--- config.mk ---
export PLATFORM = sky130hd
export DESIGN_NAME = cp_cmd_seq_flat
export DESIGN_NICKNAME = d
export VERILOG_FILES = /design/src/rtl/cp_cmd_seq_pkg.sv /design/src/rtl/cp_cmd_seq_if.sv /design/src/rtl/cp_cmd_seq.sv /design/src/flat_wrapper.sv
export SDC_FILE = /design/constraint.sdc
export NUM_CORES = 1
export LEC_CHECK = 0
export CAP_MARGIN = 25
export CORE_UTILIZATION = 52
export CTS_CLUSTER_DIAMETER = 100
export DETAILED_ROUTE_END_ITERATION = 10
export PLACE_DENSITY = 0.88
export SYNTH_ARGS = -nofsm -noshare
export SYNTH_HDL_FRONTEND = slang
export SYNTH_SLANG_ARGS = --single-unit
--- constraint.sdc ---
create_clock -name clk_sys -period 1.9 [get_ports clk_sys]
set_clock_uncertainty 0.1 [all_clocks]
set_input_delay 0.57 -clock clk_sys [delete_from_list [all_inputs] [get_ports clk_sys]]
set_output_delay 0.57 -clock clk_sys [all_outputs]
set_load 0.02 [all_outputs]
--- src/rtl/cp_cmd_seq_pkg.sv ---
// Shared definitions for the control-panel command sequencer: command type codes,
// FSM state encodings and the strobe bundle driven toward the panel input decoder.
package cp_cmd_seq_pkg;

  // Command type lives in byte0[0:2] (bit 0 = MSB of the byte)
  localparam logic [2:0] CP_CMD_KEYS = 3'b001;
  localparam logic [2:0] CP_CMD_ROT  = 3'b010;
  localparam logic [2:0] CP_CMD_FN   = 3'b100;

  typedef enum logic [2:0] {
    ST_IDLE   = 3'd0,
    ST_DAT_HI = 3'd1,
    ST_DAT_LO = 3'd2,
    ST_WAIT   = 3'd3,
    ST_STROBE = 3'd4,
    ST_GAP    = 3'd5
  } state_e;

  typedef struct packed {
    logic ready;
    logic cpd;
    logic cpr;
    logic cpf;
  } cp_stb_t;

  // Strobe set for a committed frame of the given type; ready always qualifies it
  function automatic cp_stb_t stb_for(input logic [2:0] typ);
    cp_stb_t s;
    s.ready = 1'b1;
    s.cpd   = (typ == CP_CMD_KEYS);
    s.cpr   = (typ == CP_CMD_ROT);
    s.cpf   = (typ == CP_CMD_FN);
    return s;
  endfunction

endpackage

--- src/rtl/cp_cmd_seq_if.sv ---
// Byte link from the UART receiver plus the command bus toward the panel input decoder.
// Byte-wide fields use ascending ranges: index 0 is the MSB.
interface cp_cmd_seq_if;
  logic [0:7]  rx_data;
  logic        rx_valid;
  logic        rx_ready;
  logic        cp_busy;
  logic        ready;
  logic        cpd;
  logic        cpr;
  logic        cpf;
  logic [0:7]  a1;
  logic [0:15] a3;
  logic        err;

  // Sequencer side
  modport slave (
    input  rx_data, rx_valid, cp_busy,
    output rx_ready, ready, cpd, cpr, cpf, a1, a3, err
  );

  // Host/decoder side
  modport master (
    output rx_data, rx_valid, cp_busy,
    input  rx_ready, ready, cpd, cpr, cpf, a1, a3, err
  );
endinterface

--- src/rtl/cp_cmd_seq.sv ---
// Control-panel command sequencer: assembles host bytes into frames, waits for the CPU
// side to be free, then issues one registered ready+cpd/cpr/cpf strobe followed by a
// fixed idle gap. Keys frames that stall between bytes are dropped with an err pulse.
module cp_cmd_seq
  import cp_cmd_seq_pkg::*;
#(
  parameter int TIMEOUT = 50000,
  parameter int GAP     = 4
) (
  input  logic         clk_sys,
  input  logic         rst_n,
  cp_cmd_seq_if.slave  bus
);

  localparam int TW = (TIMEOUT > 2) ? $clog2(TIMEOUT) : 1;
  localparam int GW = $clog2(GAP + 1);
  localparam logic [TW-1:0] TLAST = TW'(TIMEOUT - 1);
  localparam logic [GW-1:0] GLAST = GW'(GAP - 1);

  state_e         state_q, state_d;
  cp_stb_t        stb_q, stb_d;
  logic           err_q, err_d;
  logic [TW-1:0]  tcnt_q, tcnt_d;
  logic [GW-1:0]  gcnt_q, gcnt_d;
  logic [0:7]     a1_q, a1_d;
  logic [0:15]    a3_q, a3_d;
  logic           rx_ready;
  logic           acc;

  // Byte intake is open only while assembling a frame
  assign rx_ready = (state_q == ST_IDLE) || (state_q == ST_DAT_HI) || (state_q == ST_DAT_LO);
  assign acc      = bus.rx_valid & rx_ready;

  assign bus.rx_ready = rx_ready;
  assign bus.ready    = stb_q.ready;
  assign bus.cpd      = stb_q.cpd;
  assign bus.cpr      = stb_q.cpr;
  assign bus.cpf      = stb_q.cpf;
  assign bus.err      = err_q;
  assign bus.a1       = a1_q;
  assign bus.a3       = a3_q;

  // Next-state and next-output decode; strobes are computed one cycle ahead so they
  // come straight off flops
  always_comb begin
    state_d = state_q;
    stb_d   = '0;
    err_d   = 1'b0;
    tcnt_d  = tcnt_q;
    gcnt_d  = gcnt_q;
    a1_d    = a1_q;
    a3_d    = a3_q;
    case (state_q)
      ST_IDLE: begin
        tcnt_d = '0;
        gcnt_d = '0;
        if (acc) begin
          case (bus.rx_data[0:2])
            CP_CMD_KEYS: begin
              a1_d    = bus.rx_data;
              state_d = ST_DAT_HI;
            end
            CP_CMD_ROT, CP_CMD_FN: begin
              a1_d    = bus.rx_data;
              state_d = ST_WAIT;
            end
            default: err_d = 1'b1;  // byte dropped, a1 untouched
          endcase
        end
      end
      ST_DAT_HI: begin
        if (acc) begin
          a3_d[0:7] = bus.rx_data;
          tcnt_d    = '0;
          state_d   = ST_DAT_LO;
        end else if (tcnt_q == TLAST) begin
          err_d   = 1'b1;
          tcnt_d  = '0;
          state_d = ST_IDLE;
        end else begin
          tcnt_d = tcnt_q + TW'(1);
        end
      end
      ST_DAT_LO: begin
        if (acc) begin
          a3_d[8:15] = bus.rx_data;
          tcnt_d     = '0;
          state_d    = ST_WAIT;
        end else if (tcnt_q == TLAST) begin
          err_d   = 1'b1;
          tcnt_d  = '0;
          state_d = ST_IDLE;
        end else begin
          tcnt_d = tcnt_q + TW'(1);
        end
      end
      ST_WAIT: begin
        // Once busy is seen low the strobe is committed regardless of later busy
        if (!bus.cp_busy) begin
          stb_d   = stb_for(a1_q[0:2]);
          state_d = ST_STROBE;
        end
      end
      ST_STROBE: begin
        gcnt_d  = '0;
        state_d = ST_GAP;
      end
      ST_GAP: begin
        if (gcnt_q == GLAST) begin
          gcnt_d  = '0;
          state_d = ST_IDLE;
        end else begin
          gcnt_d = gcnt_q + GW'(1);
        end
      end
      default: state_d = ST_IDLE;
    endcase
  end

  // State, frame registers, counters and strobe flops
  always_ff @(posedge clk_sys or negedge rst_n) begin
    if (!rst_n) begin
      state_q <= ST_IDLE;
      stb_q   <= '0;
      err_q   <= 1'b0;
      tcnt_q  <= '0;
      gcnt_q  <= '0;
      a1_q    <= '0;
      a3_q    <= '0;
    end else begin
      state_q <= state_d;
      stb_q   <= stb_d;
      err_q   <= err_d;
      tcnt_q  <= tcnt_d;
      gcnt_q  <= gcnt_d;
      a1_q    <= a1_d;
      a3_q    <= a3_d;
    end
  end

endmodule

--- src/flat_wrapper.sv ---
// flat-port wrapper written by rule: the top's interface ports become plain ports
module cp_cmd_seq_flat import cp_cmd_seq_pkg::*;
#(
  parameter int TIMEOUT = 50000,
  parameter int GAP     = 4
)
  (clk_sys, rst_n, bus_rx_data, bus_rx_valid, bus_cp_busy, bus_rx_ready, bus_ready, bus_cpd, bus_cpr, bus_cpf, bus_a1, bus_a3, bus_err);
  cp_cmd_seq_if bus_i ();
  input  logic clk_sys;
  input  logic rst_n;
  input wire logic [$bits(bus_i.rx_data)-1:0] bus_rx_data;
  input wire logic [$bits(bus_i.rx_valid)-1:0] bus_rx_valid;
  input wire logic [$bits(bus_i.cp_busy)-1:0] bus_cp_busy;
  output wire logic [$bits(bus_i.rx_ready)-1:0] bus_rx_ready;
  output wire logic [$bits(bus_i.ready)-1:0] bus_ready;
  output wire logic [$bits(bus_i.cpd)-1:0] bus_cpd;
  output wire logic [$bits(bus_i.cpr)-1:0] bus_cpr;
  output wire logic [$bits(bus_i.cpf)-1:0] bus_cpf;
  output wire logic [$bits(bus_i.a1)-1:0] bus_a1;
  output wire logic [$bits(bus_i.a3)-1:0] bus_a3;
  output wire logic [$bits(bus_i.err)-1:0] bus_err;
  assign bus_i.rx_data = bus_rx_data;
  assign bus_i.rx_valid = bus_rx_valid;
  assign bus_i.cp_busy = bus_cp_busy;
  assign bus_rx_ready = bus_i.rx_ready;
  assign bus_ready = bus_i.ready;
  assign bus_cpd = bus_i.cpd;
  assign bus_cpr = bus_i.cpr;
  assign bus_cpf = bus_i.cpf;
  assign bus_a1 = bus_i.a1;
  assign bus_a3 = bus_i.a3;
  assign bus_err = bus_i.err;
  cp_cmd_seq #(.TIMEOUT(TIMEOUT), .GAP(GAP)) u_core (.clk_sys(clk_sys), .rst_n(rst_n), .bus(bus_i));
endmodule
==> key figures <==
Run status
  • Status: finished, final reports clean

Power and ir drop
  • Share of power burned in registers: between 30% and 40%
  • VDD IR max: between 0.0009 and 0.001 V
  • Internal: around 2.8 mW
  • Leakage: around 1.5 nW
  • Clock power frac: approximately 15%
  • Power per cell area: 1460 nW/um^2
  • Switching share of total power: between 30% and 40%
  • Logic gate share of total power: between 40% and 50%
  • NetSw: 1.85 mW

Finish
  • Fraction of layout cells with a size suffix above 1: about a quarter
  • Fill count: roughly 330
  • Area taken by flip-flops and latches: about 1300 sq um
  • Layout Nets: roughly 300
  • Core Util, Final: a little under three quarters
  • Antenna cells: 0
  • Multi-input gate area: around 1100 sq um
  • Synth-to-layout area growth: 29.8%
  • Post-Layout Cell Count: approximately 340

Setup path
  • Crit path largest cell delay: approximately 510 ps
  • Setup CP Type: in2reg
  • Critical Path End Type: flop
  • Slowest CP cell: clkdlybuf4s50_1
  • CP max FO: 8
  • Startpoint Class: input pin
  • CP cell instances: clkdlybuf4s50_1, o21ai_0, o21a_1, buf_4, nand4_4, mux2_2
  • CP required: roughly 2000 ps
  • Arr. time, crit path: between 1500 and 2000 ps
  • Reg-to-Reg Start: u_core.state_q[2]
  • Worst R2R End: u_core.bus.a3[6]
  • Worst R2R Path Depth: 5
  • Reg-to-reg slack, setup: about 100 ps

Detailed routing
  • Residual DRC: 0
  • Initial DRC count: between 150 and 200
  • Post-DRT Antenna Nets: 0
  • Routed via count: 1908
  • Routed wire length: approximately 5600 microns
  • Vias per inst: ~5.6
  • DRT Pass-1 Iters: 5
  • WL per Instance: between 15 and 20 microns

Floorplanning
  • Starting Density: between 50% and 60%
  • Die area: 5000 sq um
  • Core area: 4440 sq um
  • Row cnt: 24
  • Die Width: a little over 70 microns
  • Chip Height: a little over 70 microns
  • I/O pin count: 42

Clocking
  • TritonCTS clock tree: yes
  • CTS buffer count: 5
  • Root Buffer: clkbuf_8
  • Clock Latency Late Sink: between 300 and 400 ps
  • H-tree depth: 2
  • Clock slew at reported path FFs: 90 ps
  • Num Clock Sinks: around 50
  • Clock Path Buffers: 2

Synthesis
  • Multiplexer share of the synthesized area: between 10% and 20%
  • XOR/XNOR Fraction of Synth Area: around 1.8%
  • Synth cell types: just over 50
  • Main flop type after synthesis: dfrtp_1
  • Simple-gate portion of the synthesized area: about a fifth
  • Main combinational cell family by area after synthesis: simple AND/OR/NAND/NOR gates
  • Post-synthesis compound-gate area fraction: a little under an eighth
  • Ys Warns: 0
  • Async SR Flop Fraction: 100%
  • Area leader, netlist: dfrtp_1
  • Mapped Cells: between 200 and 250
  • Synthesized flop and latch total: between 50 and 60
  • Syn_nets: about 230
  • Top cell type's share of synthesized area: between 50% and 60%
  • Adder-Cell Fraction of Synth Area: approximately 1.0%
  • Syn Area/Cell: between 10 and 15 sq um
  • Post-Syn Area: between 2000 and 2500 sq um
  • Sequential area share after synthesis: about 52%
  • EDFF count, synth: 0
  • Count leader, synth: dfrtp_1
  • Commonest cells post-synth: dfrtp_1, mux2_2, nand2_1, nor2_1, o21ai_0
  • Synth top area cells: dfrtp_1, mux2_2, nand2_1, o21ai_0, nor2_1

Global routing
  • Largest net degree at the start of global routing: 52
  • Total grt overflow: 0
  • First-pass GRT wire length: approximately 9400 microns
  • Global-route usage over all layers: about 24%
  • Number of global-route vias before repair: approximately 1900
  • Initial antenna violation count: 0

Placement
  • Gpl congestion: ~0.77
  • I/O Buffers: just over 40
  • Inst Count DP: between 300 and 400
  • Post-DP HPWL: slightly below 4000 microns

STA
  • Final setup fails: 0
  • Period utilisation layout: 98.0%
  • Fin. Hold Viols: 0
  • Min Tclk post-route: about 1900 ps
  • Final Max Slew Viols: 0
  • Fmax: roughly 540 MHz
  • RSZ-0062 raised after global routing: no
  • Worst hold margin: 143 ps
  • Max_slew headroom: about 74%
  • Worst Tran Pin Value: 383 ps

Hold path
  • Hold Path Class: in2async

Job
  • Max cap viols: 0
[cells in the final DEF, fill, tap and decap left out, types with 3 or more instances in the layout]
cell type | synthesis | final
clkdlybuf4s50_1 | 0 | 7
nor3_1 | 3 | 3
buf_4 | 2 | 24
nor2b_1 | 4 | 4
nor2_1 | 13 | 13
inv_1 | 6 | 6
a31oi_1 | 4 | 4
a21oi_1 | 7 | 7
o21ai_0 | 10 | 10
xor2_1 | 4 | 4
dlygate4sd2_1 | 0 | 32
clkbuf_8 | 0 | 7
o21ai_1 | 5 | 5
nand2_1 | 21 | 20
dfrtp_1 | 51 | 51
mux2_2 | 24 | 23
nor4b_1 | 3 | 3
or3_1 | 3 | 3
a21o_1 | 5 | 5
nand3_1 | 8 | 8
[metrics by stage]
stage	setup TNS [ps]	setup slack (ps)	power, mW	area, sq um
after global placement	-9770	-349	4.02	3090
final	0	37.1	4.65	3190
after global routing	0	13.7	4.94	3190
after CTS	0	21.9	4.67	3170
after detailed placement	-12000	-467	4.13	3090
after floorplan	0	108	3.06	2450
[cell type report]
class / count / share of cell area, %
Clock inverter: 1 / 0.236
Timing Repair Buffer: 68 / 18.6
Tap cell: 52 / 2.04
Multi-Input combinational cell: 152 / 35.2
Clock buffer: 7 / 3.02
Inverter: 7 / 0.825
Sequential cell: 51 / 40.1
[cells by family (layout without fill, tap and decap cells)]
group	count (synthesis)	count (layout)
mux	25	25
xor+xnor	5	5
compound gates	43	43
buf+inv	17	83
fa+ha+maj	2	2
flops	51	51
simple gates	77	77
[worst max-delay path by stage]
stage / from / end / cells past startpoint
6_report: bus_rx_data[7] / u_core.bus.a1[4] / 6
4_1_cts: u_core.state_q[1] / bus_rx_ready / 4
5_1_grt: bus_rx_data[7] / u_core.bus.a1[6] / 6
2_1_floorplan: bus_rx_valid / u_core.bus.a3[10] / 4
3_5_place_dp: bus_rx_data[5] / u_core.bus.a1[6] / 5
3_3_place_gp: bus_rx_data[6] / u_core.bus.a1[4] / 5
[sequential cells by signal, summed over array words and instances, names as in the netlist]
signal / cells
u_core.gcnt_q: 3
u_core.tcnt_q: 16
u_core.bus.err: 1
u_core.bus.a3: 16
u_core.bus.cpf: 1
u_core.state_q: 3
u_core.bus.ready: 1
u_core.bus.cpr: 1
u_core.bus.a1: 8
u_core.bus.cpd: 1
[per-layer routing]
layer | share of wire, % | global-route usage, % | up-vias
li1 | - | - | 920
met1 | 42 | 30.6 | 910
met2 | 49 | 39.3 | 65
met3 | 7.6 | 8.83 | 13
met4 | 1.8 | 8.00 | 0
met5 | 0 | 0 | -
[power groups by stage]
stage               combinational, mW  clock [mW]  sequential [mW]
finish                           2.31       0.697             1.65
CTS                              2.30       0.712             1.65
global route                     2.48       0.757             1.70
detailed placement               2.46           0             1.68
floorplan                        1.07           0             1.99
global placement                 2.37           0             1.65
[critical path: cells and delay by family]
| kind | cells | cell delay [ps] |
|---|---|---|
| AND/OR/NAND/NOR | 1 | 130 |
| multiplexers | 1 | 360 |
| AO/OA/AOI/OAI | 2 | 240 |
| buffers and inverters | 2 | 660 |
[repair_timing]
action,4_1_cts,5_1_grt
hold endpoints to repair,0,0
pin swaps,2,1
gates resized for setup,39,3
setup buffers,0,1
hold buffers,0,0
setup endpoints to repair,50,6
No activity file was read; power rests on OpenSTA's default activity.
